File: src/rtl/upper_layer_lane_adapter_pkg.sv
// Shared types for the upper-layer lane adapter: link generation, link phase codes,
// adapter states and the generation-to-pacing-divider mapping.
package upper_layer_pkg;

    typedef enum logic [1:0] {
        GEN2 = 2'd0,
        GEN3 = 2'd1,
        GEN4 = 2'd2
    } gen_e;

    localparam logic [2:0] PHASE_DISABLED = 3'd0;
    localparam logic [2:0] PHASE_ACTIVE   = 3'd4;

    typedef enum logic [1:0] {
        S_IDLE  = 2'd0,
        S_RUN   = 2'd1,
        S_PAUSE = 2'd2
    } adapter_state_e;

    // Encoding 3 is not a named generation and runs at the GEN4 rate.
    function automatic logic [2:0] pace_div(input gen_e gen);
        case (gen)
            GEN2:    return 3'd4;
            GEN3:    return 3'd2;
            default: return 3'd1;
        endcase
    endfunction

endpackage

File: src/rtl/upper_layer_lane_adapter_if.sv
// Transport-side handshake and lane-side beat bundle of the upper-layer lane adapter.
// The slave modport is the adapter's view; master is the surrounding logic's view.
interface upper_layer_lane_adapter_if #(
    parameter int DATA_W = 8,
    parameter int LANES  = 2,
    parameter int DEPTH  = 16
);
    logic [DATA_W-1:0]          transport_layer_data_in;
    logic                       enable_sending;
    logic                       in_ready;
    logic [LANES*DATA_W-1:0]    lane_data;
    logic                       lane_valid;
    logic [$clog2(DEPTH+1)-1:0] fifo_level;

    modport master (
        output transport_layer_data_in,
        output enable_sending,
        input  in_ready,
        input  lane_data,
        input  lane_valid,
        input  fifo_level
    );

    modport slave (
        input  transport_layer_data_in,
        input  enable_sending,
        output in_ready,
        output lane_data,
        output lane_valid,
        output fifo_level
    );
endinterface

File: src/rtl/upper_layer_lane_adapter_fifo.sv
// Word FIFO for the lane adapter: one push per cycle, LANES words popped at once,
// occupancy output and a synchronous flush that overrides any same-cycle push or pop.
module upper_layer_fifo
    import upper_layer_pkg::*;
#(
    parameter int DATA_W = 8,
    parameter int LANES  = 2,
    parameter int DEPTH  = 16
) (
    input  logic                       clk,
    input  logic                       reset,
    input  logic                       flush,
    input  logic                       push,
    input  logic [DATA_W-1:0]          push_data,
    input  logic                       pop,
    output logic [LANES*DATA_W-1:0]    pop_data,
    output logic [$clog2(DEPTH+1)-1:0] level
);
    localparam int PTR_W = $clog2(DEPTH);
    localparam int LVL_W = $clog2(DEPTH+1);

    logic [DATA_W-1:0] mem [DEPTH];
    logic [PTR_W-1:0]  wr_ptr;
    logic [PTR_W-1:0]  rd_ptr;

    always_ff @(posedge clk) begin
        if (push && !flush) begin
            mem[wr_ptr] <= push_data;
        end
    end

    always_ff @(posedge clk or negedge reset) begin
        if (!reset) begin
            wr_ptr <= '0;
            rd_ptr <= '0;
            level  <= '0;
        end else if (flush) begin
            wr_ptr <= '0;
            rd_ptr <= '0;
            level  <= '0;
        end else begin
            if (push) begin
                wr_ptr <= wr_ptr + PTR_W'(1);
            end
            if (pop) begin
                rd_ptr <= rd_ptr + PTR_W'(LANES);
            end
            level <= level + LVL_W'(push) - (pop ? LVL_W'(LANES) : '0);
        end
    end

    // Oldest word lands in lane 0; pointer arithmetic wraps naturally at DEPTH.
    always_comb begin
        pop_data = '0;
        for (int k = 0; k < LANES; k++) begin
            pop_data[k*DATA_W +: DATA_W] = mem[rd_ptr + PTR_W'(k)];
        end
    end

endmodule

File: src/rtl/upper_layer_lane_adapter.sv
// Transport-to-lane transmit adapter: buffers transport words and releases LANES-wide
// beats paced by link generation. Optional macro UPPER_LAYER_ADAPTER_STATS_EN adds counters.
module upper_layer_lane_adapter
    import upper_layer_pkg::*;
#(
    parameter int DATA_W = 8,
    parameter int LANES  = 2,
    parameter int DEPTH  = 16
) (
    input  logic                        clk,
    input  logic                        reset,
    input  logic [1:0]                  generation_speed,
    input  logic [2:0]                  phase,
    upper_layer_lane_adapter_if.slave   bus
`ifdef UPPER_LAYER_ADAPTER_STATS_EN
    ,
    output logic [15:0]                 beat_count,
    output logic [15:0]                 stall_count
`endif
);
    localparam int LVL_W = $clog2(DEPTH+1);
    localparam logic [LVL_W-1:0] FULL_LEVEL = LVL_W'(DEPTH);
    localparam logic [LVL_W-1:0] BEAT_WORDS = LVL_W'(LANES);

    adapter_state_e          state;
    adapter_state_e          state_next;
    logic [1:0]              pace_cnt;
    logic                    in_ready_c;
    logic                    push;
    logic                    pop;
    logic                    tick;
    logic                    flush;
    logic [LVL_W-1:0]        level;
    logic [LANES*DATA_W-1:0] pop_data;
    logic [LANES*DATA_W-1:0] lane_data_q;
    logic                    lane_valid_q;

    always_ff @(posedge clk or negedge reset) begin
        if (!reset) begin
            state <= S_IDLE;
        end else begin
            state <= state_next;
        end
    end

    // The flush also fires on the cycle phase drops to 0, so a same-cycle push is lost.
    always_comb begin
        state_next = S_PAUSE;
        in_ready_c = 1'b0;
        push       = 1'b0;
        tick       = 1'b0;
        pop        = 1'b0;
        flush      = 1'b0;

        if (phase == PHASE_DISABLED) begin
            state_next = S_IDLE;
        end else if (phase == PHASE_ACTIVE) begin
            state_next = S_RUN;
        end

        in_ready_c = (state != S_IDLE) && (level != FULL_LEVEL);
        push       = bus.enable_sending && in_ready_c;
        tick       = (state == S_RUN) && (pace_cnt == 2'd0);
        pop        = tick && (level >= BEAT_WORDS);
        flush      = (state == S_IDLE) || (state_next == S_IDLE);
    end

    // Generation is sampled only on reload, so a change waits for the current interval.
    always_ff @(posedge clk or negedge reset) begin
        if (!reset) begin
            pace_cnt <= 2'd0;
        end else begin
            case (state)
                S_IDLE:  pace_cnt <= 2'd0;
                S_RUN:   pace_cnt <= tick ? 2'(pace_div(gen_e'(generation_speed)) - 3'd1)
                                          : pace_cnt - 2'd1;
                default: pace_cnt <= pace_cnt;
            endcase
        end
    end

    always_ff @(posedge clk or negedge reset) begin
        if (!reset) begin
            lane_valid_q <= 1'b0;
            lane_data_q  <= '0;
        end else begin
            lane_valid_q <= pop;
            if (pop) begin
                lane_data_q <= pop_data;
            end
        end
    end

    upper_layer_fifo #(
        .DATA_W (DATA_W),
        .LANES  (LANES),
        .DEPTH  (DEPTH)
    ) u_fifo (
        .clk       (clk),
        .reset     (reset),
        .flush     (flush),
        .push      (push),
        .push_data (bus.transport_layer_data_in),
        .pop       (pop),
        .pop_data  (pop_data),
        .level     (level)
    );

    assign bus.in_ready   = in_ready_c;
    assign bus.lane_valid = lane_valid_q;
    assign bus.lane_data  = lane_data_q;
    assign bus.fifo_level = level;

`ifdef UPPER_LAYER_ADAPTER_STATS_EN
    always_ff @(posedge clk or negedge reset) begin
        if (!reset) begin
            beat_count  <= 16'd0;
            stall_count <= 16'd0;
        end else if (state == S_IDLE) begin
            beat_count  <= 16'd0;
            stall_count <= 16'd0;
        end else begin
            if (lane_valid_q && (beat_count != 16'hFFFF)) begin
                beat_count <= beat_count + 16'd1;
            end
            if (tick && (level < BEAT_WORDS) && (stall_count != 16'hFFFF)) begin
                stall_count <= stall_count + 16'd1;
            end
        end
    end
`endif

endmodule
File: src/flat_wrapper.sv
// flat-port wrapper written by rule: the top's interface ports become plain ports
module upper_layer_lane_adapter_flat import upper_layer_pkg::*;
#(
    parameter int DATA_W = 8,
    parameter int LANES  = 2,
    parameter int DEPTH  = 16
)
  (clk, reset, generation_speed, phase, bus_transport_layer_data_in, bus_enable_sending, bus_in_ready, bus_lane_data, bus_lane_valid, bus_fifo_level);
  upper_layer_lane_adapter_if #(.DATA_W(DATA_W), .LANES(LANES), .DEPTH(DEPTH)) bus_i ();
  input  logic clk;
  input  logic reset;
  input  logic [1:0] generation_speed;
  input  logic [2:0] phase;
  input wire logic [$bits(bus_i.transport_layer_data_in)-1:0] bus_transport_layer_data_in;
  input wire logic [$bits(bus_i.enable_sending)-1:0] bus_enable_sending;
  output wire logic [$bits(bus_i.in_ready)-1:0] bus_in_ready;
  output wire logic [$bits(bus_i.lane_data)-1:0] bus_lane_data;
  output wire logic [$bits(bus_i.lane_valid)-1:0] bus_lane_valid;
  output wire logic [$bits(bus_i.fifo_level)-1:0] bus_fifo_level;
  assign bus_i.transport_layer_data_in = bus_transport_layer_data_in;
  assign bus_i.enable_sending = bus_enable_sending;
  assign bus_in_ready = bus_i.in_ready;
  assign bus_lane_data = bus_i.lane_data;
  assign bus_lane_valid = bus_i.lane_valid;
  assign bus_fifo_level = bus_i.fifo_level;
  upper_layer_lane_adapter #(.DATA_W(DATA_W), .LANES(LANES), .DEPTH(DEPTH)) u_core (.clk(clk), .reset(reset), .generation_speed(generation_speed), .phase(phase), .bus(bus_i));
endmodule
File: config.mk
export PLATFORM = sky130hd
export DESIGN_NAME = upper_layer_lane_adapter_flat
export DESIGN_NICKNAME = d
export VERILOG_FILES = /design/src/rtl/upper_layer_lane_adapter_pkg.sv /design/src/rtl/upper_layer_lane_adapter_if.sv /design/src/rtl/upper_layer_lane_adapter_fifo.sv /design/src/rtl/upper_layer_lane_adapter.sv /design/src/flat_wrapper.sv
export SDC_FILE = /design/constraint.sdc
export NUM_CORES = 1
export LEC_CHECK = 0
export ABC_AREA = 1
export BUFFER_PORTS_ARGS = -buffer_cell sky130_fd_sc_hd__clkbuf_2
export CORE_UTILIZATION = 60
export DETAILED_ROUTE_END_ITERATION = 7
export PLACE_DENSITY = 0.78
export SLEW_MARGIN = 10
export SYNTH_ARGS = -nofsm -noshare
export SYNTH_HDL_FRONTEND = slang
export SYNTH_SLANG_ARGS = --single-unit
File: constraint.sdc
create_clock -name clk -period 2.6 [get_ports clk]
set_input_delay 0 -clock clk [delete_from_list [all_inputs] [get_ports clk]]
set_output_delay 0 -clock clk [all_outputs]
set_load 0.02 [all_outputs]
======== Word level (Yosys, flattened, before mapping) ========
Memory sizes are Yosys's and may differ from the RTL's. A register that Yosys moved wholly into a read port is not among the register bits.
Cells that the tools add are included.
Widths: inputs -> output; s select.
word-level totals
  register bits after elaboration ......... 18
  latch bits .............................. 0
  memory bits (writable) .................. 128
  bits in read-only memories .............. 0
  input port bits ......................... 16
  output and inout bits ................... 23
  word-level logic and storage cells ...... 51
  memories ................................ 1
cells by class
  $add $sub $neg .......................... 7
  multiply operators ...................... 0
  divide/modulo/power cells ............... 0
  magnitude comparators ................... 1
  eq/ne operators ......................... 4
  shift operators ......................... 0
  multiplexer cells ....................... 14
  bitwise logic cells ..................... 0
  reductions and logical operators ........ 18
memory list
  memory             depth  bits a word  read ports  clocked after memory_dff  wr ports  RTL line                             source
  u_core.u_fifo.mem  16     8            2           2                         1         upper_layer_lane_adapter_fifo.sv:22  logic [DATA_W-1:0] mem [DEPTH];
operator list
  cell                 number
  $mux 4               4
  $mux 2               5
  $add 4x1->4 const B  2
  $logic_not 2->1      4
  $pmux 2 s2           2
  $reduce_bool 2->1    4
  $add 5x1->5          1
  $ge 5x2->1 const B   1
  $logic_and 1x1->1    5
  $mux 5               1
  $ne 5x5->1 const B   1
  $sub 5x2->5          1
  $add 4x2->4 const B  1
  $eq 2x1->1 const B   2
  $sub 2x1->2 const B  2
  $eq 3x3->1 const B   1
  $logic_not 1->1      3
  $logic_not 3->1      1
  $mux 1               2
  $logic_or 1x1->1     1

======== Depth between registers and ports, before layout ========
Gate-level depths: netlist of the first run.
  depth after elaboration ................. 9
  depth in mapped cells ................... 14
  gate-level depth less buffers ........... 13

======== Modules after synthesis ========
A second synthesis of the first run with hierarchy kept.
second synthesis, totals
  cell total of the unflattened synthesis .. 763
  area, all modules ....................... 7,273.2 sq um
modules (own cells, without submodules)
  module                    instances  cells each  area an instance (sq um)  sequential area each (sq um)
  upper_layer_fifo          1          656         6,379.9                   4,144.0
  upper_layer_lane_adapter  1          107         893.4                     525.5

======== Worst setup path after synthesis of the first run ========
OpenSTA, ideal clock, no wires.
  kind .................................... reg2reg
  start point ............................. register u_core.u_fifo.level[3]
  end point ............................... register u_core.u_fifo.level[4]
  library setup time ...................... 0.119 ns
  arrival ................................. 2.050 ns
  required time ........................... 2.481 ns
  setup slack ............................. 0.431 ns
  cell stages (with the launch flop) ...... 14
  buffers on the path ..................... 1
  clock period less this slack ............ 2.169 ns
  cells stage by stage .................... dfrtp_1 > inv_1 > ha_1 > nand4_1 > nand3_1 > nand2_2 > buf_2 > ha_1 > inv_1 > ha_1 > inv_1 > nand3_1 > a21oi_1 > nor2_1
on the way
  word-level cells in the longest chain between the ends .. 6
  elaborated cells between the ends (all ways) .. 9
  those cells by class .................... 2 x add/sub; 1 x order compare; 1 x eq/ne; 2 x mux; 3 x reduce/logical
ends and longest elaborated chain
  item                    RTL line                             source
  from (decl)             upper_layer_lane_adapter_fifo.sv:17  output logic [$clog2(DEPTH+1)-1:0] level
  from (signal assigned)  upper_layer_lane_adapter_fifo.sv:48  level <= level + LVL_W'(push) - (pop ? LVL_W'(LANES) : '0);
  $ne 5x5->1              upper_layer_lane_adapter.sv:61       in_ready_c = (state != S_IDLE) && (level != FULL_LEVEL);
  $logic_and 1x1->1       upper_layer_lane_adapter.sv:61
  $logic_and 1x1->1       upper_layer_lane_adapter.sv:62       push = bus.enable_sending && in_ready_c;
  $add 5x1->5             upper_layer_lane_adapter_fifo.sv:48
  $sub 5x2->5 *           upper_layer_lane_adapter_fifo.sv:48
  $mux 5 *                upper_layer_lane_adapter_fifo.sv:37  end else if (flush) begin
Mark *: on every way between the ends. The rest lies on a longest branch, timed or not.
A chain may end at the register's enable or synchronous reset.

======== Worst setup path in the final report of the first run ========
  start point ............................. register u_core.u_fifo.level[2]
  end point ............................... memory u_core.u_fifo.mem[3][3], enable pin
on the way
  word-level cells in the longest chain between the ends .. 6
ends and longest elaborated chain
  item                          RTL line                             source
  $ne 5x5->1                    upper_layer_lane_adapter.sv:61
  $logic_and 1x1->1             upper_layer_lane_adapter.sv:61
  $logic_and 1x1->1             upper_layer_lane_adapter.sv:62
  $logic_and 1x1->1             upper_layer_lane_adapter_fifo.sv:27  if (push && !flush) begin
  $mux 1                        upper_layer_lane_adapter_fifo.sv:27
  $mux 1 (not written as such)  upper_layer_lane_adapter_fifo.sv:28  mem[wr_ptr] <= push_data;
  to (decl)                     upper_layer_lane_adapter_fifo.sv:22
No other way between the ends.

==> impl_results.md, run 1 <==
* Fin worst setup slack at 315 ps
* Site row count at 40
* Setup TNS at 0 ps
* DRT Pass-1 Iters at 7
* Crit path time final at 2280 ps
* Critical Path AT at 2340 ps
* Gpl congestion at 0.821
* Ys Warns at 0
* Post-synthesis cell type count at 21
* Worst-path clk slew at 70 ps
* Leakage at 4.03 nW
* Failing checks: design-rule violations
* GRT overflow at 0
* Antenna Nets Post-Route at 0
* CP endpoint kind: flip-flop
* Worst path required time at 2650 ps
* Worst slack, placed at 369 ps
* Unrepaired setup endpoints after global routing: no
* DRT iter0 DRCs at 512
* Placement Cell Area at 0.00769 mm^2
* Dpl cells at 954
* Post-Syn Area per Cell at 9.44 um^2
* Crit Path Category: flip-flop to flip-flop
* Via count at 5253
* Die area at 0.0127 mm^2
* Vias per cell at 5.31
* CP bufs+invs at 2
* PortBufs at 38
* #FFs+latches synth at 161
* Final hold vios at 0
* Status: complete, but fails checks
* Largest delay share family, worst path: simple AND/OR/NAND/NOR gates
* H-tree level count at 4
* Worst Skew at 8.17 ps
* Post-synthesis sequential area ratio at 63.4%
* Root Buffer: clkbuf_16
* Worst-Skew Late Latency at 420 ps
* Reg2Reg Setup Slack at 320 ps
* Die Y at 113 um
* Slew HR at 41.9%
* IO Count at 39
* Worst setup SP type: flip-flop
* Ant diodes at 0
* Dpl hpwl at 9.90 mm
* Layout area overhead at 13.3%
* Starting Density at 61.5%
* Share of cells above drive strength 1 at 11.5%
* Cells after synthesis at 780
* Pwr Density at 831 mW/mm^2
* Syn_nets at 809
* Initial antenna violation count at 0
* Post-layout nets at 859
* Maximum clock frequency at 0.438 GHz
* Register area at 0.00467 mm^2
* Core area at 0.0120 mm^2
* Combined area of the multi-input logic cells at 0.00189 mm^2
* Number of clock sinks at 161
* First-pass GRT wire length at 25.6 mm
* Worst hold path type: primary input to flip-flop
* Actual slew at the worst max-slew pin at 871 ps
* Clock Path Buffers at 2
* TritonCTS Buffers at 17
* Tcrit/Tclk final at 87.9%
* Die Span X at 113 um
* FILL cells at 841
* VDD IR-drop max at 514 uV
* Final std cells w/o fill at 990
* Finish-stage setup viols at 0
* CTS tree: done
* CP max stage delay at 590 ps
* Max Cap Violations at 0
* Critical Path, Cell by Cell: inv_1, ha_1, nand3_1, nand3_1, inv_1, nand2_1, nor2_1
* Final instance area at 0.00834 mm^2
* CP Max Fanout at 8
* Synthesized area at 0.00736 mm^2
* Vias in the first global route at 5154
* Residual DRC at 1
* Final WL at 15.8 mm
* Gr usage total at 27.0%
* Count of pins over their slew limit at 0
* CP max stage cell: nor2_1
* WL/cell at 16.0 um
* Pin count of the biggest net entering global routing at 66
power breakdown:
part	internal [mW]	switching, mW
clock	1.52	1.02
sequential	3.02	0.143
combinational	0.401	0.825
metal layers:
metal / part of all wire, % / wire [um] / track usage (%)
met4: 3.0 / 481 / 12.6
met2: 49 / 7740 / 43.4
met1: 40 / 6280 / 34.9
met5: 0 / 0 / 0
met3: 8.2 / 1290 / 6.70
stage by stage:
stage               power [mW]  hold WS (ps)  utilization, %
floorplan                 4.00          -296               -
global route              7.22          81.0            69.7
finish                    6.93          27.9            69.7
detailed placement        4.41           162            64.3
global placement          4.35           146            64.3
CTS                       6.93          22.1            69.7
flip-flops by register name (all words and copies together), names as in the netlist:
register / flops
u_core.bus.lane_valid: 1
u_core.u_fifo.rd_ptr: 3
u_core.u_fifo.level: 5
u_core.u_fifo.mem: 128
u_core.u_fifo.wr_ptr: 4
u_core.bus.lane_data: 16
u_core.pace_cnt: 2
u_core.state: 2
tightest hold or removal path, stage by stage:
cell and delay, ps:
clkbuf_2 90, nand3_1 120, nor2_1 70, nand2_1 50
o21ai_0 70
placed cells by master (no fill, tap or decap):
master         count
clkbuf_16         17
nand2_1          279
a21oi_4            1
dfrtp_1           32
clkinvlp_4         4
nor2_1            33
nand3_1           80
buf_4             17
inv_6              2
xor2_1             3
nor2_2             1
clkinv_4           5
dfrtp_2            1
o21ai_0            9
nand2_2            1
dlygate4sd3_1      4
edfxtp_1         128
inv_2              3
clkbuf_2          38
inv_1            157
inv_4              1
nand4_1            4
nand3_2            1
clkinv_2           1
buf_12             1
bufinv_16          3
a21oi_1            4
ha_1              13
cell families (layout without fill, tap and decap cells):
logic type               Yosys count  after routing  synth area share (%)
XOR/XNOR                           3              3                 0.357
buffers and inverters            190            253                  10.9
AND/OR/NAND/NOR                  399            399                  22.0
AO/OA/AOI/OAI                     14             14                  1.10
flip-flops                       161            161                  63.4
adder cells (fa/ha/maj)           13             13                  2.21
worst paths after layout:
path,startpoint,to,cells past startpoint
min in group asynchronous,reset,u_core.bus.lane_data[11]$_DFFE_PN0P_,2
worst min-delay path,bus_enable_sending,u_core.u_fifo.wr_ptr[1]$_DFFE_PN0P_,5
worst max-delay path,u_core.u_fifo.level[2]$_DFF_PN0_,u_core.u_fifo.mem[3][3]$_DFFE_PP_,7
max in group asynchronous,reset,u_core.u_fifo.rd_ptr[1]$_DFFE_PN0P_,2
worst min register to register,u_core.bus.lane_data[7]$_DFFE_PN0P_,u_core.bus.lane_data[7]$_DFFE_PN0P_,2
worst max register to register,u_core.u_fifo.level[2]$_DFF_PN0_,u_core.u_fifo.mem[3][3]$_DFFE_PP_,7
cells in the mapped netlist:
cell	count	share of area, %
a21oi_4	1	0.22
a21oi_1	4	0.27
ha_1	13	2.2
nand3_1	80	5.4
nand3_2	1	0.14
inv_1	157	8.0
nand2_1	279	14
edfxtp_1	128	52
nand4_1	4	0.34
buf_4	3	0.31
nor2_1	33	1.7
inv_2	3	0.15
inv_4	1	0.085
nand2_2	1	0.085
buf_1	1	0.051
buf_6	7	1.1
xor2_1	3	0.36
nor2_2	1	0.085
o21ai_0	9	0.61
buf_2	18	1.2
dfrtp_1	33	11
cell type report:
cell class,instances,share of cell area [%]
Inverter,161,7.28
Sequential cell,161,56.0
Tap cell,147,2.21
Multi-Input combinational cell,429,22.7
Clock buffer,17,5.10
Timing Repair Buffer,60,4.53
Clock inverter,15,2.24
timing repair:
item / CTS / global route
resized for setup: 0 / 0
endpoints found under the hold margin: 35 / 0
setup buffers: 0 / 0
hold buffers: 4 / 0
setup endpoints to repair: 0 / 0
Note: power is estimated with default switching activity, not from simulation.
==> run 2, diff against run 1 <==
Settings changed: BUFFER_PORTS_ARGS -buffer_cell sky130_fd_sc_hd__clkbuf_2 to not set, DONT_BUFFER_PORTS set to 1, PLACE_DENSITY 0.78 to 0.76.
Clock period 2.6 ns to 2.8 ns, I/O delays scaled along.
==> impl_results.md, run 2 (synthesis gave the netlist of run 1 again) <==
* Register area at 0.00467 mm^2 (unchanged)
* DRT iter0 DRCs at 598 (+17%)
* Gr usage total at 27.6% (+0.60 points)
* CP max stage delay at 620 ps (+30 ps)
* Total power at 6.24 mW (-9.9%)
* First-pass GRT wire length at 26.1 mm (+1.9%)
* Max reg flops at 128 (unchanged)
* Worst hold path type: primary input to asynchronous set/reset pin
* Antenna Nets Post-Route at 0 (unchanged)
* Residual DRC at 0 (-1)
* Pwr Density at 760 mW/mm^2 (-8.5%)
* Root Buffer: clkbuf_16
* Final WL at 16.2 mm (+2.7%)
* Worst-path clk slew at 60 ps (about the same)
* Core area at 0.0120 mm^2 (unchanged)
* Routed length on met3 at 1.25 mm (-3.3%)
* Pin count of the biggest net entering global routing at 67 (+1.5%)
* Switching Fraction at 27.8% (-0.95 points)
* Slew HR at 47.6% (+5.7 points)
* Critical Path AT at 2510 ps (+170 ps)
* Site row count at 40 (unchanged)
* Flop pwr share at 50.0% (+4.4 points)
* WL met2 at 8.07 mm (+4.3%)
* Worst-Skew Late Latency at 420 ps (about the same)
* Worst R2R End: u_core.u_fifo.mem[5][1]$_DFFE_PP_
* FILL cells at 881 (+4.8%)
* Crit path to: u_core.u_fifo.mem[5][1]$_DFFE_PP_
* GRT overflow at 0 (unchanged)
* RR Startpoint: u_core.u_fifo.level[2]$_DFF_PN0_
* Final hold vios at 0 (unchanged)
* Via count at 5188 (-1.2%)
* Placement Cell Area at 0.00745 mm^2 (-3.1%)
* Post-layout nets at 828 (-3.6%)
* DR top layer: met4
* Combinational power share at 13.3% (-4.4 points)
* Status: finished clean
* Max Cap Violations at 0 (unchanged)
* Setup TNS at 0 ps (unchanged)
* WL/cell at 16.9 um (+5.9%)
* Tcrit/Tclk final at 87.6% (-0.30 points)
* Worst setup SP type: flip-flop
* Fin worst setup slack at 348 ps (+32.7 ps)
* Sw power at 1.73 mW (-13%)
* Post-CTS sizing at 0 (unchanged)
* Initial antenna violation count at 1 (+1)
* VDD IR-drop max at 498 uV (-3.2%)
* PortBufs at 0 (-100%)
* Number of clock sinks at 161 (unchanged)
* Setup bufs post-CTS at 0 (unchanged)
* Reg2Reg Setup Slack at 350 ps (+30 ps)
* CP max stage cell: nor2_1
* Crit. Startpoint: u_core.u_fifo.level[2]$_DFF_PN0_
* Commonest non-fill, non-tap cell in the layout: nand2_1
* Combined area of the multi-input logic cells at 0.00189 mm^2 (unchanged)
* Critical Path, Cell by Cell: inv_1, ha_1, nand3_1, nand3_1, inv_1, nand2_1, nor2_1
* Most frequent cells in the layout: 279 x nand2_1, 157 x inv_1, 128 x edfxtp_1, 80 x nand3_1, 33 x nor2_1
* Clock Path Buffers at 2 (unchanged)
* Worst slack, placed at 427 ps (+58.4 ps)
* Largest Register: u_core.u_fifo.mem
* DRT Pass-1 Iters at 6 (-1)
* R2r worst-path depth at 7 (unchanged)
* Die area at 0.0127 mm^2 (unchanged)
* Starting Density at 61.5% (unchanged)
* Vias per cell at 5.40 (+1.8%)
* Finish-stage setup viols at 0 (unchanged)
* Final instance area at 0.00821 mm^2 (-1.5%)
* Wire length on met1 at 6.69 mm (+6.4%)
* Layout area overhead at 11.6%
* Vias in the first global route at 5122 (-0.62%)
* Unrepaired setup endpoints after global routing: no
* Maximum clock frequency at 0.408 GHz (-6.8%)
* IO Count at 39 (unchanged)
* CP Max Fanout at 8 (unchanged)
* CP bufs+invs at 2 (unchanged)
* # hold bufs at CTS at 17 (+13)
* Largest delay share family, worst path: simple AND/OR/NAND/NOR gates
* Dpl hpwl at 10.0 mm (+1.5%)
* Count of pins over their slew limit at 0 (unchanged)
* Die Span X at 113 um (unchanged)
* P_int at 4.50 mW (-8.7%)
* Gpl congestion at 0.908 (+11%)
* Leakage at 3.88 nW (-3.8%)
* TritonCTS Buffers at 17 (unchanged)
* Worst Skew at 7.36 ps (-0.811 ps)
* H-tree level count at 4 (unchanged)
* CTS tree: done
* Crit path depth at 7 (unchanged)
* Worst path required time at 2850 ps (+200 ps)
* Share of cells above drive strength 1 at 5.54% (-6.0 points)
* Die Y at 113 um (unchanged)
* Crit path time final at 2450 ps (+167 ps)
* CP endpoint kind: flip-flop
* Crit Path Category: flip-flop to flip-flop
* Clock network power share at 36.6% (about the same)
* Actual slew at the worst max-slew pin at 783 ps (-88.5 ps)
==> run 2: through the flow <==
step | std cells | utilization (%) | hold slack, ps
3_5_place_dp | 910 | 62.3 | -295
3_3_place_gp | 910 | 62.3 | -295
4_1_cts | 959 | 68.6 | 34.7
6_report | 960 | 68.7 | 41.1
2_1_floorplan | 780 | - | -296
5_1_grt | 959 | 68.6 | 49.0
==> run 2: power by group through the flow <==
| stage | clock [mW] | sequential [mW] | combinational, mW |
|---|---|---|---|
| floorplan | 0 | 3.12 | 0.600 |
| global placement | 0 | 3.16 | 0.712 |
| detailed placement | 0 | 3.17 | 0.749 |
| CTS | 2.29 | 3.12 | 0.827 |
| global route | 2.40 | 3.14 | 0.949 |
| finish | 2.29 | 3.12 | 0.832 |
==> run 2: worst register-to-register path, delay by kind of cell (launching register included) <==
kind / cells / cell delay (ps)
simple gates: 4 / 1040
flops: 1 / 490
buf+inv: 2 / 310
fa+ha+maj: 1 / 230
==> run 2: layout make-up <==
class,count,area share [%]
Multi-Input combinational cell,429,23.0
Clock inverter,6,1.30
Sequential cell,161,56.9
Tap cell,147,2.24
Timing Repair Buffer,29,3.44
Antenna cell,1,0.0305
Clock buffer,26,5.71
Inverter,161,7.39
==> run 2: routing by layer <==
layer  vias to the layer above  global-route usage (%)
li1                       2460                       -
met1                      2478                    36.3
met2                       225                    45.3
met3                        25                    5.95
met4                         0                    10.8
met5                         -                       0
==> run 2: how the worst min path moves through the flow <==
stage,startpoint,cells after the start,endpoint
global route,reset,2,u_core.bus.lane_data[3]$_DFFE_PN0P_
detailed placement,reset,0,u_core.pace_cnt[1]$_DFFE_PN0P_
floorplan,reset,0,u_core.bus.lane_data[0]$_DFFE_PN0P_
finish,reset,2,u_core.bus.lane_data[3]$_DFFE_PN0P_
global placement,reset,0,u_core.pace_cnt[1]$_DFFE_PN0P_
CTS,reset,2,u_core.bus.lane_data[11]$_DFFE_PN0P_
